===== config.mk =====
export PLATFORM = sky130hd
export DESIGN_NAME = if_fetch_stage
export DESIGN_NICKNAME = d
export VERILOG_FILES = /design/src/rtl/cpu_defs_pkg.sv /design/src/rtl/if_fetch_stage_skid.sv /design/src/rtl/if_fetch_stage.sv
export SDC_FILE = /design/constraint.sdc
export NUM_CORES = 1
export LEC_CHECK = 0
export ABC_AREA = 1
export CAP_MARGIN = 15
export CORE_UTILIZATION = 52
export DETAILED_ROUTE_END_ITERATION = 12
export GPL_TIMING_DRIVEN = 0
export HOLD_SLACK_MARGIN = 0.15
export PLACE_DENSITY = 0.78
export SYNTH_ARGS = -nofsm -noshare
export SYNTH_HDL_FRONTEND = slang
export SYNTH_HIERARCHICAL = 1
export SYNTH_SLANG_ARGS = --single-unit

===== constraint.sdc =====
create_clock -name clk -period 2.5 [get_ports clk]
set_input_delay 0.5 -clock clk [delete_from_list [all_inputs] [get_ports clk]]
set_output_delay 0.5 -clock clk [all_outputs]
set_load 0.05 [all_outputs]

===== src/rtl/cpu_defs_pkg.sv =====
`default_nettype none
// ============================================================================
//  Module      : cpu_defs (package)
//  Description : Shared CPU front-end definitions: reset vector, bus size
//                code, fetch FSM states and the fetch-entry record that
//                travels from IF into the IF/ID pipeline register.
//  Revision    : 1.0  initial release
// ============================================================================
package cpu_defs;

   localparam logic [31:0] RESET_PC_DEFAULT = 32'hbfc0_0000;
   localparam logic [1:0]  SIZE_WORD        = 2'b10;

   typedef enum logic [0:0] {
      S_REQ  = 1'b0,
      S_WAIT = 1'b1
   } fetch_state_e;

   typedef struct packed {
      logic [31:0] pc;
      logic [31:0] inst;
      logic        adel;
   } fetch_entry_t;

endpackage
`default_nettype wire


===== src/rtl/if_fetch_stage_skid.sv =====
`default_nettype none
// ============================================================================
//  Module      : fetch_skid_buf
//  Description : One-entry holding register for a returned instruction that
//                could not enter the output slot. Flush beats load; load
//                beats unload so a simultaneous swap keeps the new entry.
//  Revision    : 1.0  initial release
// ============================================================================
module fetch_skid_buf
   import cpu_defs::*;
(
   input  logic         clk,
   input  logic         reset,
   input  logic         flush,
   input  logic         load,
   input  fetch_entry_t load_entry,
   input  logic         unload,
   output logic         valid,
   output fetch_entry_t entry
);

   logic         valid_d, valid_q;
   fetch_entry_t entry_d, entry_q;

   // Next-state for the holding register.
   always_comb begin
      valid_d = valid_q;
      entry_d = entry_q;
      if (flush) begin
         valid_d = 1'b0;
      end else if (load) begin
         valid_d = 1'b1;
         entry_d = load_entry;
      end else if (unload) begin
         valid_d = 1'b0;
      end
   end

   // Holding register state.
   always_ff @(posedge clk) begin
      if (reset) begin
         valid_q <= 1'b0;
         entry_q <= '0;
      end else begin
         valid_q <= valid_d;
         entry_q <= entry_d;
      end
   end

   assign valid = valid_q;
   assign entry = entry_q;

endmodule
`default_nettype wire


===== src/rtl/if_fetch_stage.sv =====
`default_nettype none
// ============================================================================
//  Module      : if_fetch_stage
//  Description : Instruction-fetch stage. Drives the PC onto an SRAM-like
//                read bus with one read outstanding, hands pc/inst pairs to
//                ID over a valid/allowin handshake, honours branch and
//                exception redirects (cancelling in-flight reads) and uses
//                a one-entry skid buffer so ID stalls never drop data.
//  Revision    : 1.0  initial release
// ============================================================================
module if_fetch_stage
   import cpu_defs::*;
#(
   parameter logic [31:0] RESET_PC = RESET_PC_DEFAULT
) (
   input  logic        clk,
   input  logic        reset,
   input  logic        exc_flush,
   input  logic [31:0] exc_target,
   input  logic        br_taken,
   input  logic [31:0] br_target,
   output logic        inst_sram_req,
   output logic        inst_sram_wr,
   output logic [1:0]  inst_sram_size,
   output logic [31:0] inst_sram_addr,
   input  logic        inst_sram_addr_ok,
   input  logic        inst_sram_data_ok,
   input  logic [31:0] inst_sram_rdata,
   input  logic        id_allowin,
   output logic        if_valid,
   output logic [31:0] if_pc,
   output logic [31:0] if_inst,
   output logic        if_adel
);

   fetch_state_e state_d, state_q;
   logic [31:0]  pc_d, pc_q;
   logic [31:0]  req_pc_d, req_pc_q;     // address of the read in flight
   logic         cancel_d, cancel_q;     // in-flight read must be dropped
   logic         adel_done_d, adel_done_q;
   logic         out_valid_d, out_valid_q;
   fetch_entry_t out_d, out_q;

   logic         skid_valid, skid_load, skid_unload, skid_flush;
   fetch_entry_t skid_entry, w_new_entry;

   logic         w_redirect, w_pc_aligned, w_accept, w_resp, w_deliver;
   logic         w_out_free, w_adel_load;
   logic [31:0]  w_redirect_pc;

   // Exception redirect has priority over a branch in the same cycle.
   assign w_redirect    = exc_flush | br_taken;
   assign w_redirect_pc = exc_flush ? exc_target : br_target;
   assign w_pc_aligned  = (pc_q[1:0] == 2'b00);

   assign inst_sram_req  = ~reset & (state_q == S_REQ) & w_pc_aligned & ~skid_valid;
   assign inst_sram_wr   = 1'b0;
   assign inst_sram_size = SIZE_WORD;
   assign inst_sram_addr = pc_q;

   assign w_accept   = inst_sram_req & inst_sram_addr_ok;
   assign w_resp     = (state_q == S_WAIT) & inst_sram_data_ok;
   assign w_deliver  = w_resp & ~cancel_q & ~w_redirect;
   assign w_out_free = ~out_valid_q | id_allowin;
   // A misaligned PC produces exactly one AdEL entry, then fetch idles.
   assign w_adel_load = (state_q == S_REQ) & ~w_pc_aligned & ~adel_done_q &
                        w_out_free & ~skid_valid & ~w_redirect;

   assign w_new_entry.pc   = req_pc_q;
   assign w_new_entry.inst = inst_sram_rdata;
   assign w_new_entry.adel = 1'b0;

   // Fetch FSM next-state, PC sequencing and cancel tracking.
   always_comb begin
      state_d     = state_q;
      pc_d        = pc_q;
      req_pc_d    = req_pc_q;
      cancel_d    = cancel_q;
      adel_done_d = adel_done_q;
      case (state_q)
         S_REQ: begin
            if (w_accept) begin
               req_pc_d = pc_q;
               pc_d     = pc_q + 32'd4;
               state_d  = S_WAIT;
            end
            if (w_adel_load) begin
               adel_done_d = 1'b1;
            end
         end
         S_WAIT: begin
            if (inst_sram_data_ok) begin
               state_d  = S_REQ;
               cancel_d = 1'b0;
            end
         end
         default: state_d = S_REQ;
      endcase
      if (w_redirect) begin
         pc_d        = w_redirect_pc;
         adel_done_d = 1'b0;
         // A read that is (or becomes) outstanding belongs to the old path.
         if (((state_q == S_REQ) && w_accept) ||
             ((state_q == S_WAIT) && !inst_sram_data_ok)) begin
            cancel_d = 1'b1;
         end
      end
   end

   // Output slot and skid-buffer steering.
   always_comb begin
      out_valid_d = out_valid_q;
      out_d       = out_q;
      skid_load   = 1'b0;
      skid_unload = 1'b0;
      skid_flush  = w_redirect;
      if (w_redirect) begin
         out_valid_d = 1'b0;
      end else if (w_out_free) begin
         if (skid_valid) begin
            out_valid_d = 1'b1;
            out_d       = skid_entry;
            skid_unload = 1'b1;
            skid_load   = w_deliver;
         end else if (w_deliver) begin
            out_valid_d = 1'b1;
            out_d       = w_new_entry;
         end else if (w_adel_load) begin
            out_valid_d = 1'b1;
            out_d.pc    = pc_q;
            out_d.inst  = 32'h0;
            out_d.adel  = 1'b1;
         end else begin
            out_valid_d = 1'b0;
         end
      end else if (w_deliver) begin
         skid_load = 1'b1;
      end
   end

   // Stage state registers.
   always_ff @(posedge clk) begin
      if (reset) begin
         state_q     <= S_REQ;
         pc_q        <= RESET_PC;
         req_pc_q    <= 32'h0;
         cancel_q    <= 1'b0;
         adel_done_q <= 1'b0;
         out_valid_q <= 1'b0;
         out_q       <= '0;
      end else begin
         state_q     <= state_d;
         pc_q        <= pc_d;
         req_pc_q    <= req_pc_d;
         cancel_q    <= cancel_d;
         adel_done_q <= adel_done_d;
         out_valid_q <= out_valid_d;
         out_q       <= out_d;
      end
   end

   fetch_skid_buf u_skid (
      .clk        (clk),
      .reset      (reset),
      .flush      (skid_flush),
      .load       (skid_load),
      .load_entry (w_new_entry),
      .unload     (skid_unload),
      .valid      (skid_valid),
      .entry      (skid_entry)
   );

   assign if_valid = out_valid_q;
   assign if_pc    = out_q.pc;
   assign if_inst  = out_q.inst;
   assign if_adel  = out_q.adel;

endmodule
`default_nettype wire


## Word-level counts from Yosys, hierarchy flattened

Index checks and enable logic that the tools add are counted.
W data, S select, Z words.

- Add/subtract/negate cells: 1
- Equality and inequality tests: 1
- Mux-type cells: 26
- Bitwise operators: 22
- Reduce and logical (&&, ||, !) cells: 14

Operators with widths:

| kind | number |
|---|---|
| $mux W65 | 3 |
| $mux W32 | 4 |
| $add A32 B3 Y32 const B | 1 |
| $mux W1 | 18 |
| $and A1 B1 Y1 | 12 |
| $not A1 Y1 | 8 |
| $reduce_and A2 Y1 | 4 |
| $reduce_bool A2 Y1 | 2 |
| $reduce_and A3 Y1 | 1 |
| $reduce_bool A3 Y1 | 1 |
| $logic_and A1 B1 Y1 | 2 |
| $logic_not A2 Y1 | 1 |
| $ne A2 B1 Y1 const B | 1 |
| $or A1 B1 Y1 | 2 |
| $pmux W1 S2 | 1 |
| $reduce_or A2 Y1 | 1 |
| $logic_not A1 Y1 | 1 |
| $logic_or A1 B1 Y1 | 1 |

- Bits in registers: 198
- Input bits: 103
- Output and inout bits: 102
- Logic and storage cells: 76

## Longest topological paths before layout

- Depth after elaboration: 10
- Mapped depth: 12
- Gate-level depth less buffers: 12

## Modules after synthesis

Netlist, hierarchy kept.

Modules (own cells, without submodules):

| module | instances | cells an instance | area each (µm²) | seq. area each (µm²) |
|---|---|---|---|---|
| if_fetch_stage | 1 | 1231 | 7489.7 | 2662.6 |
| fetch_skid_buf | 1 | 427 | 2824.0 | 1321.3 |

## Least setup slack after synthesis

Ideal clock, no wire load.

- Kind: input to output
- Start: input reset
- End: output inst_sram_req
- Arrival: 2343 ps
- Required time: 2000 ps
- Path slack: -343 ps
- Stages: 3
- Path buffers: 2
- Path through: buf_2 > clkbuf_1 > nor4_1

- Longest elaborated chain between the ends: 4

Ends and longest elaborated chain:

| item | RTL line | source |
|---|---|---|
| start, declared | if_fetch_stage.sv:17 | `input logic reset,` |
| $not A1 Y1 | if_fetch_stage.sv:56 | `assign inst_sram_req = ~reset & (state_q == S_REQ) & w_pc_aligned & ~skid_valid;` |
| $and A1 B1 Y1 (3 in a row) | if_fetch_stage.sv:56 |  |
| end, declared | if_fetch_stage.sv:22 | `output logic inst_sram_req,` |

Every way passes these cells.

## Final worst setup path

Same ends and word-level chain as after synthesis.

==> results by group <==
Outcome
  • Outcome: finished clean

Power
  • Pwr dens: ~550 nW/µm²
  • VDD IR max: 0.494 mV
  • Switching Share: 0.308
  • Power Internal: 5080 µW
  • Leakage: 0.00566 µW
  • Clk pwr share: 0.368
  • Sw Pwr: roughly 2300 µW
  • Sequential share of power: 0.461
  • Comb power frac: 0.171

Hold path
  • Hold endpoint: if_inst[30]
  • Hold Path Class: reg2reg
  • WHS Path Cells: 2
  • Hold Path Origin: if_inst[30]

Run
  • Max-cap violations: 0

Critical path
  • Crit start category: input pin
  • Depth of the worst register-to-register path: 9
  • Worst R2R End: inst_sram_addr[23]
  • Crit-path most repeated cell: buf_2
  • R2R Path Start: inst_sram_addr[2]
  • Slowest Stage Delay on Critical Path: 0.46 ns
  • CP max-delay cell: clkdlybuf4s50_1
  • Flop-to-flop setup slack: approximately 0.14 ns
  • WS Path Type: in2out
  • Worst-path fanout max: 10
  • CP required: about 2 ns
  • CP top delay family: buffers and inverters
  • CP Capture Type: output port
  • Crit path cell chain: clkdlybuf4s50_1 -> buf_2 -> buf_2 -> nor4_2 -> clkbuf_4
  • Critical Path AT: 1.93 ns
  • Critical path buffers and inverters: 4

Clock network
  • Latest clock arrival within the worst-skew pair: 0.44 ns
  • Clock sinks: approximately 200
  • Root buf cell: clkbuf_16
  • Worst-path clk slew: roughly 0.070 ns
  • Hold_buf cts: 0
  • CTS tree: built
  • Num CTS Buffers: 17
  • H-tree levels: 4
  • Clock Path Buffers: 2

Drt
  • Vias per cell: 5.28
  • Drt drc: 0
  • DRT Pass-1 Iters: 6
  • DRT Wirelength: 34.7 mm
  • Routed Antenna Nets: 0
  • Routed length per instance: 16.1 µm
  • Iter 0 DRT Violations: 1,232
  • Via count: 11,400

Yosys
  • Synthesis Warnings: 6
  • Average cell area after synthesis: 6.22 µm²
  • Sequential area share after synthesis: 0.386
  • Synthesis-stage register bit count: 199
  • Cell count after synthesis: roughly 1,700
  • Top cells by area, synth: dfxtp_1, nand2_1, nor2_1
  • Synth top area share: 0.386
  • Yosys cell types: 32
  • Top_reg_cell synth: dfxtp_1
  • Number of synthesized flops with an enable pin: 0
  • Area leader, netlist: dfxtp_1
  • Netlist Area Pre-Place: 10,300 µm²
  • Post-synth ARST share: 0

Timing
  • Final Hold Viols: 0
  • Clock period minus worst slack: 2.43 ns
  • Final Worst Setup Slack: 0.0678 ns
  • Relative slew slack: 0.532
  • # setup viols final: 0
  • Final period util: 0.973
  • Skew final: around 0.012 ns
  • Fmax: about 0.41 GHz
  • RSZ-0062 raised after global routing: yes
  • Max Slew Vio Count: 0
  • Worst slew pin tran: about 0.7 ns

Placed design
  • I/O Buffers: 200
  • Dpl hpwl: 26.0 mm
  • Placed Cells: 2,125
  • Pre-CTS WS: -0.767 ns
  • Gpl congestion: 0.954

Global route
  • M3 GR Usage: 0.0567
  • Met1 GRT Util: 0.474
  • Gr ovfl total: 0
  • Number of global-route vias before repair: 10,300
  • Largest net degree at the start of global routing: 20
  • First-pass GRT wire length: 54.3 mm
  • Tot GR Track Use: 0.347
  • Antenna violations before repair: 0
  • GR peak layer: met2
  • M2 GR Usage: 0.555

Final layout
  • Synth-to-layout area growth: 28.8%
  • Inserted Diodes: 0
  • Post-route insts no fill: between 2,000 and 2,500
  • Nets@finish: around 2,000
  • Layout cells sized above 1: 0.0575

Floorplanning
  • Cell Rows: approximately 50
  • Die height: 143 µm
  • Die width: 143 µm
  • Starting Density: 0.530
  • Io pins: 205
  • Die Area: about 20,000 µm²
  • Core Area: 19,500 µm²
## how the worst max path moves through the flow
stage / slack (ns) / from / cells after the start / to
CTS: 0.008 / reset / 5 / inst_sram_req
global placement: -0.68 / br_taken / 11 / u_skid/entry[59]
detailed placement: -0.77 / br_taken / 11 / u_skid/entry[51]
finish: 0.07 / reset / 5 / inst_sram_req
global route: -0.01 / reset / 8 / inst_sram_addr[9]
floorplan: 0.23 / reset / 3 / inst_sram_req
## layout make-up
cell class	count	area (µm²)
repair buffers	205	2040
multi-input cells	1183	5160
clock buffers	19	443
plain buffers	113	579
fillers	1839	6170
inverters	165	626
flip-flops and latches	199	3980
clock inverters	13	133
well taps	265	332
## power by group through the flow
stage | logic (µW) | registers (µW) | clock network, µW
floorplan | 527 | 3620 | 0
global placement | 1210 | 3450 | 0
detailed placement | 1220 | 3450 | 0
CTS | 1230 | 3380 | 2720
global route | 1360 | 3400 | 2870
finish | 1260 | 3390 | 2700
## flip-flops by register name (all words and copies together) (netlist names)
| signal | flops |
|---|---|
| cancel_q | 1 |
| state_q | 1 |
| adel_done_q | 1 |
| if_valid | 1 |
| u_skid/valid | 1 |
| if_pc | 32 |
| if_adel | 1 |
| req_pc_q | 32 |
| inst_sram_addr | 32 |
| u_skid/entry | 65 |
| if_inst | 32 |
## cells in the mapped netlist (6+ instances only)
cell      number
a31oi_1        6
nand3_1      168
nor2_1       326
clkbuf_1      49
buf_1          8
a21oi_1       85
nand2_1      426
buf_4          9
dfxtp_1      199
a211oi_1      36
buf_6          8
o21ai_0      105
buf_2         39
xor2_1         6
inv_1        159
## tightest hold or removal path, delay by kind of cell (launching register included)
kind             cells  cell delay, ns
AND/OR/NAND/NOR      1            0.06
AO/OA/AOI/OAI        1            0.05
flip-flops           1            0.31
## repair_timing
item	4_1_cts	5_1_grt
endpoints found under the setup margin	66	11
resized for setup	14	4
setup buffers	2	3
pin swaps	1	0
endpoints found under the hold margin	0	0
## logic make-up (layout without fill, tap and decap cells)
family,count (synthesis),in the layout,synth area share
adder cells (fa/ha/maj),1,1,0.00121
AO/OA/AOI/OAI,238,238,0.126
XOR/XNOR,6,6,0.00510
buffers and inverters,278,515,0.115
flip-flops,199,199,0.386
AND/OR/NAND/NOR,934,934,0.365
other,2,4,0.000728
## placed cells by master, fill, tap and decap left out, drive strengths merged
cell | Yosys | layout
clkdlybuf4s50 | 0 | 198
inv | 163 | 170
conb | 2 | 4
or2 | 1 | 1
clkinvlp | 0 | 2
dlygate4sd2 | 0 | 1
dfxtp | 199 | 199
nand2 | 427 | 427
nor4 | 2 | 2
a31oi | 6 | 6
nand3 | 168 | 168
ha | 1 | 1
a211oi | 36 | 36
nor2 | 328 | 328
nor3 | 3 | 3
xor2 | 6 | 6
a21boi | 1 | 1
clkinv | 2 | 6
buf | 64 | 69
o22ai | 1 | 1
o21ai | 105 | 105
o21bai | 1 | 1
nand4 | 5 | 5
o211ai | 3 | 3
clkbuf | 49 | 69
a21oi | 85 | 85
## per-stage QoR
stage                     hold slack (ns)   util  power, µW  setup TNS [ns]  area, µm²
final                               0.460  0.683       7340               0      13300
after global routing                0.476  0.683       7620         -0.0204      13300
after CTS                           0.463  0.681       7330               0      13300
after detailed placement            0.451  0.651       4680          -63.49      12700
after global placement              0.448  0.651       4670          -58.74      12700
after floorplan                     0.438      -       4150               0      10300
## routing by layer
metal / vias up / wire length (µm) / share of wire
li1: 5667 / - / -
met5: - / 0 / 0
met4: 0 / 837 / 0.024
met2: 515 / 15700 / 0.45
met1: 5171 / 15300 / 0.44
met3: 57 / 2900 / 0.083
Power figures use the tool's default switching activity.
